## src/rtl/syn_pipeline_reg.sv

```systemverilog
// syn_pipeline_reg: DEPTH-stage valid/payload pipeline register with
// stall, flush and global enable.
//
// Ports:
//   clk, rst_n          clock, async active-low reset
//   en                  global enable (0 freezes all state)
//   stall, flush        hazard hold / branch squash (flush wins)
//   in_valid, in_data   upstream stage
//   out_valid, out_data last stage, straight from flops
//   stall_cnt, flush_cnt  saturating event counters, present only
//                         when SYN_PIPE_PERF_EN is defined
module syn_pipeline_reg #(
  parameter int unsigned WIDTH           = 32,
  parameter int unsigned DEPTH           = 1,
  parameter bit          BUBBLE_ON_STALL = 1'b0
) (
  input  logic             clk,
  input  logic             rst_n,
  input  logic             en,
  input  logic             stall,
  input  logic             flush,
  input  logic             in_valid,
  input  logic [WIDTH-1:0] in_data,
  output logic             out_valid,
  output logic [WIDTH-1:0] out_data
`ifdef SYN_PIPE_PERF_EN
  ,
  output logic [31:0]      stall_cnt,
  output logic [31:0]      flush_cnt
`endif
);

  logic [DEPTH-1:0] v;
  logic [DEPTH-1:0] nv;
  logic [WIDTH-1:0] d  [DEPTH];
  logic [WIDTH-1:0] nd [DEPTH];

  // A bubble is always valid=0 with an all-zero payload, so a
  // squashed slot can never look like a live control word.
  always_comb begin
    nv = v;
    for (int k = 0; k < DEPTH; k++) begin
      nd[k] = d[k];
    end
    if (en) begin
      if (flush) begin
        nv = '0;
        for (int k = 0; k < DEPTH; k++) begin
          nd[k] = '0;
        end
      end else if (stall) begin
        if (BUBBLE_ON_STALL) begin
          nv[DEPTH-1] = 1'b0;
          nd[DEPTH-1] = '0;
        end
      end else begin
        nv[0] = in_valid;
        nd[0] = in_valid ? in_data : '0;
        for (int k = 1; k < DEPTH; k++) begin
          nv[k] = v[k-1];
          nd[k] = d[k-1];
        end
      end
    end
  end

  always_ff @(posedge clk or negedge rst_n) begin
    if (!rst_n) begin
      v <= '0;
      for (int k = 0; k < DEPTH; k++) begin
        d[k] <= '0;
      end
    end else begin
      v <= nv;
      for (int k = 0; k < DEPTH; k++) begin
        d[k] <= nd[k];
      end
    end
  end

  assign out_valid = v[DEPTH-1];
  assign out_data  = d[DEPTH-1];

`ifdef SYN_PIPE_PERF_EN
  logic stall_ev;
  logic flush_ev;

  assign stall_ev = en && stall && !flush;
  assign flush_ev = en && flush;

  always_ff @(posedge clk or negedge rst_n) begin
    if (!rst_n) begin
      stall_cnt <= '0;
      flush_cnt <= '0;
    end else begin
      if (stall_ev && stall_cnt != 32'hFFFF_FFFF) begin
        stall_cnt <= stall_cnt + 32'd1;
      end
      if (flush_ev && flush_cnt != 32'hFFFF_FFFF) begin
        flush_cnt <= flush_cnt + 32'd1;
      end
    end
  end
`endif

endmodule

```

## config.mk

```make
export PLATFORM = sky130hd
export DESIGN_NAME = syn_pipeline_reg
export DESIGN_NICKNAME = d
export VERILOG_FILES = /design/src/rtl/syn_pipeline_reg.sv
export SDC_FILE = /design/constraint.sdc
export NUM_CORES = 1
export LEC_CHECK = 0
export CAP_MARGIN = 15
export CORE_ASPECT_RATIO = 1.5
export CORE_MARGIN = 5
export CORE_UTILIZATION = 49
export DETAILED_ROUTE_END_ITERATION = 8
export GPL_TIMING_DRIVEN = 0
export PLACE_DENSITY = 0.85
export SLEW_MARGIN = 20
export SYNTH_ARGS = -nofsm -noshare
export SYNTH_HDL_FRONTEND = slang
export SYNTH_SLANG_ARGS = --single-unit
```

## constraint.sdc

```tcl
create_clock -name clk -period 1.5 [get_ports clk]
set_input_delay 0.45 -clock clk [delete_from_list [all_inputs] [get_ports clk]]
set_output_delay 0.45 -clock clk [all_outputs]
set_load 0.01 [all_outputs]
```

==> results.sh, run 1 <==
export IMPL_ys_seq_elements=33
export IMPL_slew_violations=0
export IMPL_overflow=0
export IMPL_clock_fmax_mhz=693.1
export IMPL_finalSetupViolCount=0
export IMPL_ant_nets=0
export IMPL_yosysUniqueCellTypes=12
export IMPL_instances_no_fill=309
export IMPL_die_x_um=63.11
export IMPL_period_minus_slack_ps=1443
export IMPL_cts_max_level=2
export IMPL_routed_wl_um=5073
export IMPL_drive_above_1_share_pct=22.05
export IMPL_cp_arrival_ps=990
export IMPL_pin_count=71
export IMPL_path_cells="dlygate4sd2_1"
export IMPL_path_clk_slew_ps=70
export IMPL_cts_sinks=33
export IMPL_critPathLaunch="out_data[13]"
export IMPL_initial_utilization_pct=49.69
export IMPL_port_buffers=67
export IMPL_fin_tns_setup_ps=0
export IMPL_diodes=0
export IMPL_grt_pass1_vias=1725
export IMPL_dpl_cell_count=302
export IMPL_drt_drc_violations_left=0
export IMPL_end_kind="output pin"
export IMPL_cts_hold_buf=0
export IMPL_routedWlPerCell_um=16.42
export IMPL_syn_nets=226
export IMPL_cts_buffers=5
export IMPL_slew_headroom_pct=73.95
export IMPL_num_rows=29
export IMPL_nets=301
export IMPL_hold_path_class="input pin to async pin"
export IMPL_root_buffer="clkbuf_8"
export IMPL_track_usage_pct=19.10
export IMPL_die_y_um=89.67
export IMPL_yosys_area_top_type="dfrtp_1"
export IMPL_r2r_cells=2
export IMPL_first_iter_violations=48
export IMPL_crit_family="flip-flops"
export IMPL_r2r_end="out_data[13]"
export IMPL_r2r_slack_ps=780
export IMPL_p_leak_uw=0.001219
export IMPL_core_area_um2=4173
export IMPL_grt_max_degree=22
export IMPL_yosysWarnings=0
export IMPL_route_met3_wl_um=249
export IMPL_cp_max_fo=3
export IMPL_tritoncts="yes"
export IMPL_vias=1734
export IMPL_cts_resized=36
export IMPL_crit_required_ps=1050
export IMPL_die_area_um2=5659
export IMPL_slowest_stage="dfrtp_1"
export IMPL_cts_buffer_depth=2
export IMPL_dr_pass1_iters=4
export IMPL_min_period_over_period_pct=96.19
export IMPL_netlist_area_um2=2073
export IMPL_rsz0062_at_grt="false"
export IMPL_antenna_found_initial=0
export IMPL_wl_met2_um=2672
export IMPL_netlist_top_cells_area="dfrtp_1, o221ai_2, nand4b_1, nand2b_1, inv_1"
export IMPL_grt_pass1_wl_um=8576
export IMPL_drv_cap=0
export IMPL_crit_type="register to output pin"
export IMPL_path_buf_inv=1
export IMPL_syn_mean_instance_area_um2=11.03
export IMPL_netlist_instances=188
export IMPL_routed_top_layer="met4"
export IMPL_placed_area_um2=2824
export IMPL_final_cell_mix="inv_1, nand2b_1, dfrtp_1, dlygate4sd2_1"
export IMPL_tightest_slew_ps=390.7
export IMPL_p_total_uw=2306
export IMPL_hold_viol_final=0
export IMPL_yosys_area_top_type_share_pct=39.83
export IMPL_gp_congestion=0.8033
export IMPL_fin_skew_ps=0
export IMPL_reg2reg_from="out_data[13]"
export IMPL_fin_area_um2=2875
export IMPL_wl_met1_um=2041
export IMPL_peakVddDrop_v=0.0008093
export IMPL_via_per_inst=5.612
export IMPL_p_per_area_nw_per_um2=801.9
export IMPL_status="completed"
export IMPL_clk_latency_ps=280
export IMPL_setup_ws_ps=57.11
export IMPL_crit_cells=1
export IMPL_max_stage_delay_ps=420
export IMPL_yosysSeqAreaShare_pct=39.83
export IMPL_endpoint="out_data[13]"
export IMPL_dp_slack_ps=-353.6
export IMPL_synthToLayoutAreaGrowth_pct=38.68
export IMPL_dp_hpwl_um=3816
export IMPL_worst_setup_path_start_kind="register"
export IMPL_cts_setup_buffers=0
how the worst min path moves through the flow:
stage	startpoint	to	slack [ps]	cells past startpoint
after floorplan	rst_n	out_data[0]	150	0
after global placement	out_data[0]	out_data[0]	500	2
after detailed placement	rst_n	out_data[30]	380	1
after CTS	rst_n	out_data[3]	80	1
after global routing	rst_n	out_data[7]	80	1
final	rst_n	out_data[31]	70	1
registers in the layout, indices dropped and copies added, names as in the netlist:
signal and count:
out_data 32, out_valid 1
cells by family after synthesis:
| group | share of synthesized area [%] |
|---|---|
| DFF | 39.83 |
| buffers and inverters | 12.67 |
| AOI/OAI and AO/OA | 22.99 |
| and+or+nand+nor | 24.50 |
final cells by class:
type | count | area (um^2)
fillers | 334 | 1297
multi-input cells | 100 | 984.7
flip-flops and latches | 33 | 825.8
repair buffers | 68 | 654.4
plain buffers | 22 | 142.6
inverters | 33 | 123.9
clock buffers | 7 | 86.33
well taps | 46 | 57.56
cells in the mapped netlist:
library cell and count:
dfrtp_1 33, inv_1 33, nand2b_1 33, nand4b_1 32, o221ai_2 30, buf_2 9, clkbuf_1 6, buf_6 5
o221ai_1 3, buf_4 2, nand2b_4 1, nand3b_1 1
power breakdown:
group / total, uW / switching, uW / internal (uW)
Clock: 677 / 313 / 364
Sequential: 1030 / 61.6 / 972
Combinational: 595 / 285 / 310
per-layer routing:
metal	GRT usage, %	up-vias
li1	-	826
met1	24.06	847
met2	31.28	51
met3	4.981	10
met4	7.722	0
met5	0	-
metrics by stage:
step	utilization (%)	hold WS, ps
2_1_floorplan	-	154.4
3_3_place_gp	67.14	503.2
3_5_place_dp	67.68	381.0
4_1_cts	68.85	75.24
5_1_grt	68.91	84.18
6_report	68.91	67.61
Power figures use the tool's default switching activity.
==> inputs of run 2 (changes only) <==
--- a/config.mk
+++ b/config.mk
@@ -8,10 +8,11 @@
 export CAP_MARGIN = 15
 export CORE_ASPECT_RATIO = 1.5
 export CORE_MARGIN = 5
-export CORE_UTILIZATION = 49
+export CORE_UTILIZATION = 65
 export DETAILED_ROUTE_END_ITERATION = 8
+export DONT_BUFFER_PORTS = 1
 export GPL_TIMING_DRIVEN = 0
-export PLACE_DENSITY = 0.85
+export PLACE_DENSITY = 0.81
 export SLEW_MARGIN = 20
 export SYNTH_ARGS = -nofsm -noshare
 export SYNTH_HDL_FRONTEND = slang
==> results.sh, run 2 (synthesized netlist as in run 1, its figures left out) <==
export IMPL_status="completed"
export IMPL_instances_no_fill=238
export IMPL_peakVddDrop_v=0.0008925
export IMPL_rsz0062_at_grt="false"
export IMPL_drv_cap=0
export IMPL_path_clk_slew_ps=70
export IMPL_fin_tns_setup_ps=0
export IMPL_min_period_over_period_pct=78.39
export IMPL_overflow=0
export IMPL_grt_pass1_wl_um=8204
export IMPL_multiInputGateArea_um2=984.7
export IMPL_net_switching_power_uw=626.7
export IMPL_clock_fmax_mhz=850.5
export IMPL_drt_drc_violations_left=0
export IMPL_worst_setup_path_start_kind="register"
export IMPL_internal_power_uw=1459
export IMPL_period_minus_slack_ps=1176
export IMPL_placed_area_um2=2123
export IMPL_tritoncts="yes"
export IMPL_fin_area_um2=2233
export IMPL_pin_count=71
export IMPL_drive_above_1_share_pct=26.77
export IMPL_core_area_um2=3128
export IMPL_p_per_area_nw_per_um2=934.0
export IMPL_track_usage_pct=23.63
export IMPL_cts_resized=0
export IMPL_via_per_inst=6.353
export IMPL_routedWlPerCell_um=20.31
export IMPL_grt_max_degree=34
export IMPL_hold_viol_final=0
export IMPL_gp_congestion=0.7215
export IMPL_final_cell_mix="inv_1, nand2b_1, dfrtp_1"
export IMPL_num_rows=25
export IMPL_clkPwrFrac_pct=30.6
export IMPL_nets=235
export IMPL_vias=1512
export IMPL_cts_buffer_depth=2
export IMPL_finalSetupViolCount=0
export IMPL_cts_setup_buffers=0
export IMPL_crit_type="register to output pin"
export IMPL_dpl_cell_count=228
export IMPL_clk_latency_ps=280
export IMPL_initial_utilization_pct=66.28
export IMPL_die_area_um2=4442
export IMPL_fin_skew_ps=0
export IMPL_slew_violations=0
export IMPL_port_buffers=0
export IMPL_p_leak_uw=0.0008204
export IMPL_grt_pass1_vias=1688
export IMPL_cts_max_level=2
export IMPL_seq_area_um2=825.8
export IMPL_ant_nets=0
export IMPL_min_path_cells=2
export IMPL_diodes=0
export IMPL_antenna_found_initial=0
export IMPL_cp_max_fo=3
export IMPL_die_x_um=56.11
export IMPL_slew_headroom_pct=76.28
export IMPL_first_iter_violations=43
export IMPL_tightest_slew_ps=355.9
export IMPL_end_kind="output pin"
export IMPL_die_y_um=79.17
export IMPL_crit_required_ps=1050
export IMPL_routed_wl_um=4834
export IMPL_synthToLayoutAreaGrowth_pct=7.725
export IMPL_largest_reg_flops=32
export IMPL_combPwrFrac_pct=17.0
export IMPL_seq_power_share_pct=52.3
export IMPL_fillCellCount=228
export IMPL_cts_hold_buf=2
export IMPL_dr_pass1_iters=4
export IMPL_root_buffer="clkbuf_8"
export IMPL_crit_cells=0
export IMPL_switching_share_pct=30.04
export IMPL_r2r_cells=2
export IMPL_cts_buffers=5
export IMPL_dp_hpwl_um=3631
export IMPL_cp_arrival_ps=730
export IMPL_hold_path_class="input pin to register"
export IMPL_cts_sinks=33
run 2: power by group through the flow:
stage          Clock [uW]  Sequential (uW)  Combinational [uW]
2_1_floorplan           0             1080                 281
6_report              639             1090                 355
5_1_grt               707             1100                 397
4_1_cts               664             1090                 360
3_5_place_dp            0             1110                 333
3_3_place_gp            0             1100                 312
run 2: final cells by class:
class	instances	area share, %
plain buffers	22	6.218
flip-flops and latches	33	36.97
repair buffers	2	1.345
inverters	33	5.546
multi-input cells	100	44.09
clock buffers	8	3.585
well taps	40	2.241
run 2: worst paths after layout:
| check | start | to | slack [ps] |
|---|---|---|---|
| max in group asynchronous | rst_n | out_data[15] | 710 |
| setup reg to reg | out_data[10] | out_data[10] | 680 |
| min in group asynchronous | rst_n | out_data[1] | 610 |
| setup / recovery | out_data[4] | out_data[4] | 320 |
| hold / removal | in_data[16] | out_data[16] | 390 |
| hold reg to reg | out_data[24] | out_data[24] | 590 |
run 2: metrics by stage:
stage | utilization (%) | setup WS, ps | hold slack (ps) | power [uW]
after detailed placement | 67.88 | 195.3 | 155.2 | 1443
after floorplan | - | 330.6 | 154.4 | 1364
after global placement | 67.88 | 254.2 | 155.1 | 1417
final | 71.40 | 324.2 | 391.4 | 2086
after global routing | 71.40 | 290.2 | 393.3 | 2209
after CTS | 71.40 | 309.0 | 383.7 | 2118
run 2: routing by layer:
metal | global-route usage, % | share of wire [%]
met4 | 10.45 | 2.2
met5 | 0 | 0
met1 | 26.54 | 37
met2 | 40.28 | 53
met3 | 7.967 | 7.7
==> inputs of run 3 (changes only) <==
--- a/config.mk
+++ b/config.mk
@@ -8,11 +8,11 @@
 export CAP_MARGIN = 15
 export CORE_ASPECT_RATIO = 1.5
 export CORE_MARGIN = 5
-export CORE_UTILIZATION = 65
+export CORE_UTILIZATION = 57
 export DETAILED_ROUTE_END_ITERATION = 8
 export DONT_BUFFER_PORTS = 1
 export GPL_TIMING_DRIVEN = 0
-export PLACE_DENSITY = 0.81
+export PLACE_DENSITY = 0.75
 export SLEW_MARGIN = 20
 export SYNTH_ARGS = -nofsm -noshare
 export SYNTH_HDL_FRONTEND = slang
==> constraint.sdc (replaced) <==
create_clock -name clk -period 1 [get_ports clk]
set_input_delay 0.3 -clock clk [delete_from_list [all_inputs] [get_ports clk]]
set_output_delay 0.3 -clock clk [all_outputs]
set_load 0.01 [all_outputs]
==> results.sh, run 3 (synthesized netlist as in run 1, its figures left out) <==
export IMPL_final_cell_mix="inv_1, nand2b_1, nand4b_1"
export IMPL_endpoint="out_data[29]"
export IMPL_die_y_um=83.87
export IMPL_diodes=0
export IMPL_peakVddDrop_v=0.001296
export IMPL_end_kind="output pin"
export IMPL_dp_hpwl_um=3630
export IMPL_rsz0062_at_grt="true"
export IMPL_reg2reg_from="out_data[24]"
export IMPL_period_minus_slack_ps=1018
export IMPL_cp_arrival_ps=720
export IMPL_crit_required_ps=700
export IMPL_fin_tns_setup_ps=-265.3
export IMPL_crit_cells=0
export IMPL_path_clk_slew_ps=60
export IMPL_routedWlPerCell_um=20.30
export IMPL_r2r_cells=2
export IMPL_cts_buffers=5
export IMPL_r2r_end="out_data[24]"
export IMPL_tightest_slew_ps=338.8
export IMPL_dr_pass1_iters=4
export IMPL_initial_utilization_pct=60.12
export IMPL_drive_above_1_share_pct=30.77
export IMPL_grt_pass1_wl_um=7983
export IMPL_drt_drc_violations_left=0
export IMPL_critPathLaunch="out_data[29]"
export IMPL_routed_wl_um=4810
export IMPL_grt_max_degree=34
export IMPL_status="complete, but fails checks"
export IMPL_first_iter_violations=64
export IMPL_setup_ws_ps=-18.40
export IMPL_die_area_um2=4968
export IMPL_clk_latency_ps=270
export IMPL_worst_setup_path_start_kind="register"
export IMPL_vias=1483
export IMPL_largest_reg_flops=32
export IMPL_die_x_um=59.24
export IMPL_min_period_over_period_pct=101.8
export IMPL_switching_share_pct=28.55
export IMPL_cts_max_level=2
export IMPL_slew_violations=0
export IMPL_root_buffer="clkbuf_8"
export IMPL_gp_congestion=0.7883
export IMPL_finalSetupViolCount=30
export IMPL_port_buffers=0
export IMPL_fin_skew_ps=0
export IMPL_grt_pass1_vias=1628
export IMPL_clock_fmax_mhz=981.9
export IMPL_instances_no_fill=237
export IMPL_cts_buffer_depth=2
export IMPL_overflow=0
export IMPL_pin_count=71
export IMPL_slew_headroom_pct=77.42
export IMPL_drv_cap=0
export IMPL_combPwrFrac_pct=15.8
export IMPL_cts_setup_buffers=0
export IMPL_antenna_found_initial=0
export IMPL_p_leak_uw=0.0008012
export IMPL_fin_hold_ws_ps=-285.3
export IMPL_dpl_cell_count=230
export IMPL_core_area_um2=3448
export IMPL_internal_power_uw=2235
export IMPL_violations="hold timing, setup timing"
export IMPL_net_switching_power_uw=893.3
export IMPL_hold_viol_final=33
export IMPL_seq_power_share_pct=52.6
export IMPL_track_usage_pct=20.38
export IMPL_via_per_inst=6.257
export IMPL_num_rows=26
export IMPL_p_per_area_nw_per_um2=1409
export IMPL_nets=233
export IMPL_clkPwrFrac_pct=31.6
export IMPL_crit_type="register to output pin"
export IMPL_synthToLayoutAreaGrowth_pct=7.121
export IMPL_fillCellCount=298
export IMPL_cts_sinks=33
export IMPL_tritoncts="yes"
export IMPL_cp_max_fo=3
export IMPL_r2r_slack_ps=230
export IMPL_ant_nets=0
export IMPL_hold_path_class="input pin to async pin"
==> run 3: cell count changes in the layout (fill, tap and decap cells not counted), sizes merged <==
cell,delta
dlygate4sd3,-1
clkbuf,-1
buf,-1
==> run 3: worst min path at each step <==
stage,end,startpoint,slack [ps],cells past startpoint
after global placement,out_data[3],rst_n,5,0
after detailed placement,out_data[3],rst_n,5,0
after floorplan,out_data[0],rst_n,4,0
after global routing,out_data[18],rst_n,-310,0
final,out_valid,rst_n,-290,0
after CTS,out_data[28],rst_n,-300,0
==> run 3: per-stage QoR <==
| step | cell area [um^2] | power [uW] | utilization (%) | hold slack, ps | worst slack (ps) |
|---|---|---|---|---|---|
| 6_report | 2221 | 3129 | 64.40 | -285.3 | -18.40 |
| 3_3_place_gp | 2126 | 2127 | 61.65 | 5.232 | -100.5 |
| 2_1_floorplan | 2073 | 2046 | - | 4.409 | -19.38 |
| 5_1_grt | 2221 | 3283 | 64.40 | -305.3 | -47.55 |
| 4_1_cts | 2212 | 3167 | 64.15 | -295.9 | -27.72 |
| 3_5_place_dp | 2126 | 2166 | 61.65 | 5.299 | -137.0 |
==> run 3: cell type report <==
class	instances	area [um^2]	area share, %
Inverter	33	123.9	5.577
Sequential cell	33	834.6	37.58
Multi-Input combinational cell	100	984.7	44.34
Tap cell	42	52.55	2.366
Clock buffer	7	86.33	3.887
Buffer	22	138.9	6.254
==> run 3: timing repair <==
action,CTS,global route
hold endpoints to repair,33,33
pin swaps,0,0
endpoints found under the setup margin,33,33
resized for setup,0,7
==> run 3: power by group through the flow <==
stage / combinational (uW) / clock, uW / sequential, uW
2_1_floorplan: 421 / 0 / 1620
4_1_cts: 500 / 1020 / 1640
5_1_grt: 548 / 1070 / 1660
3_3_place_gp: 470 / 0 / 1660
6_report: 494 / 990 / 1640
3_5_place_dp: 500 / 0 / 1670
==> run 3: per-layer routing <==
| metal | vias up | routed length [um] | global-route usage [%] |
|---|---|---|---|
| met3 | 5 | 402 | 6.966 |
| li1 | 689 | - | - |
| met5 | - | 0 | 0 |
| met4 | 0 | 48 | 5.155 |
| met1 | 725 | 1862 | 23.15 |
| met2 | 64 | 2497 | 35.22 |
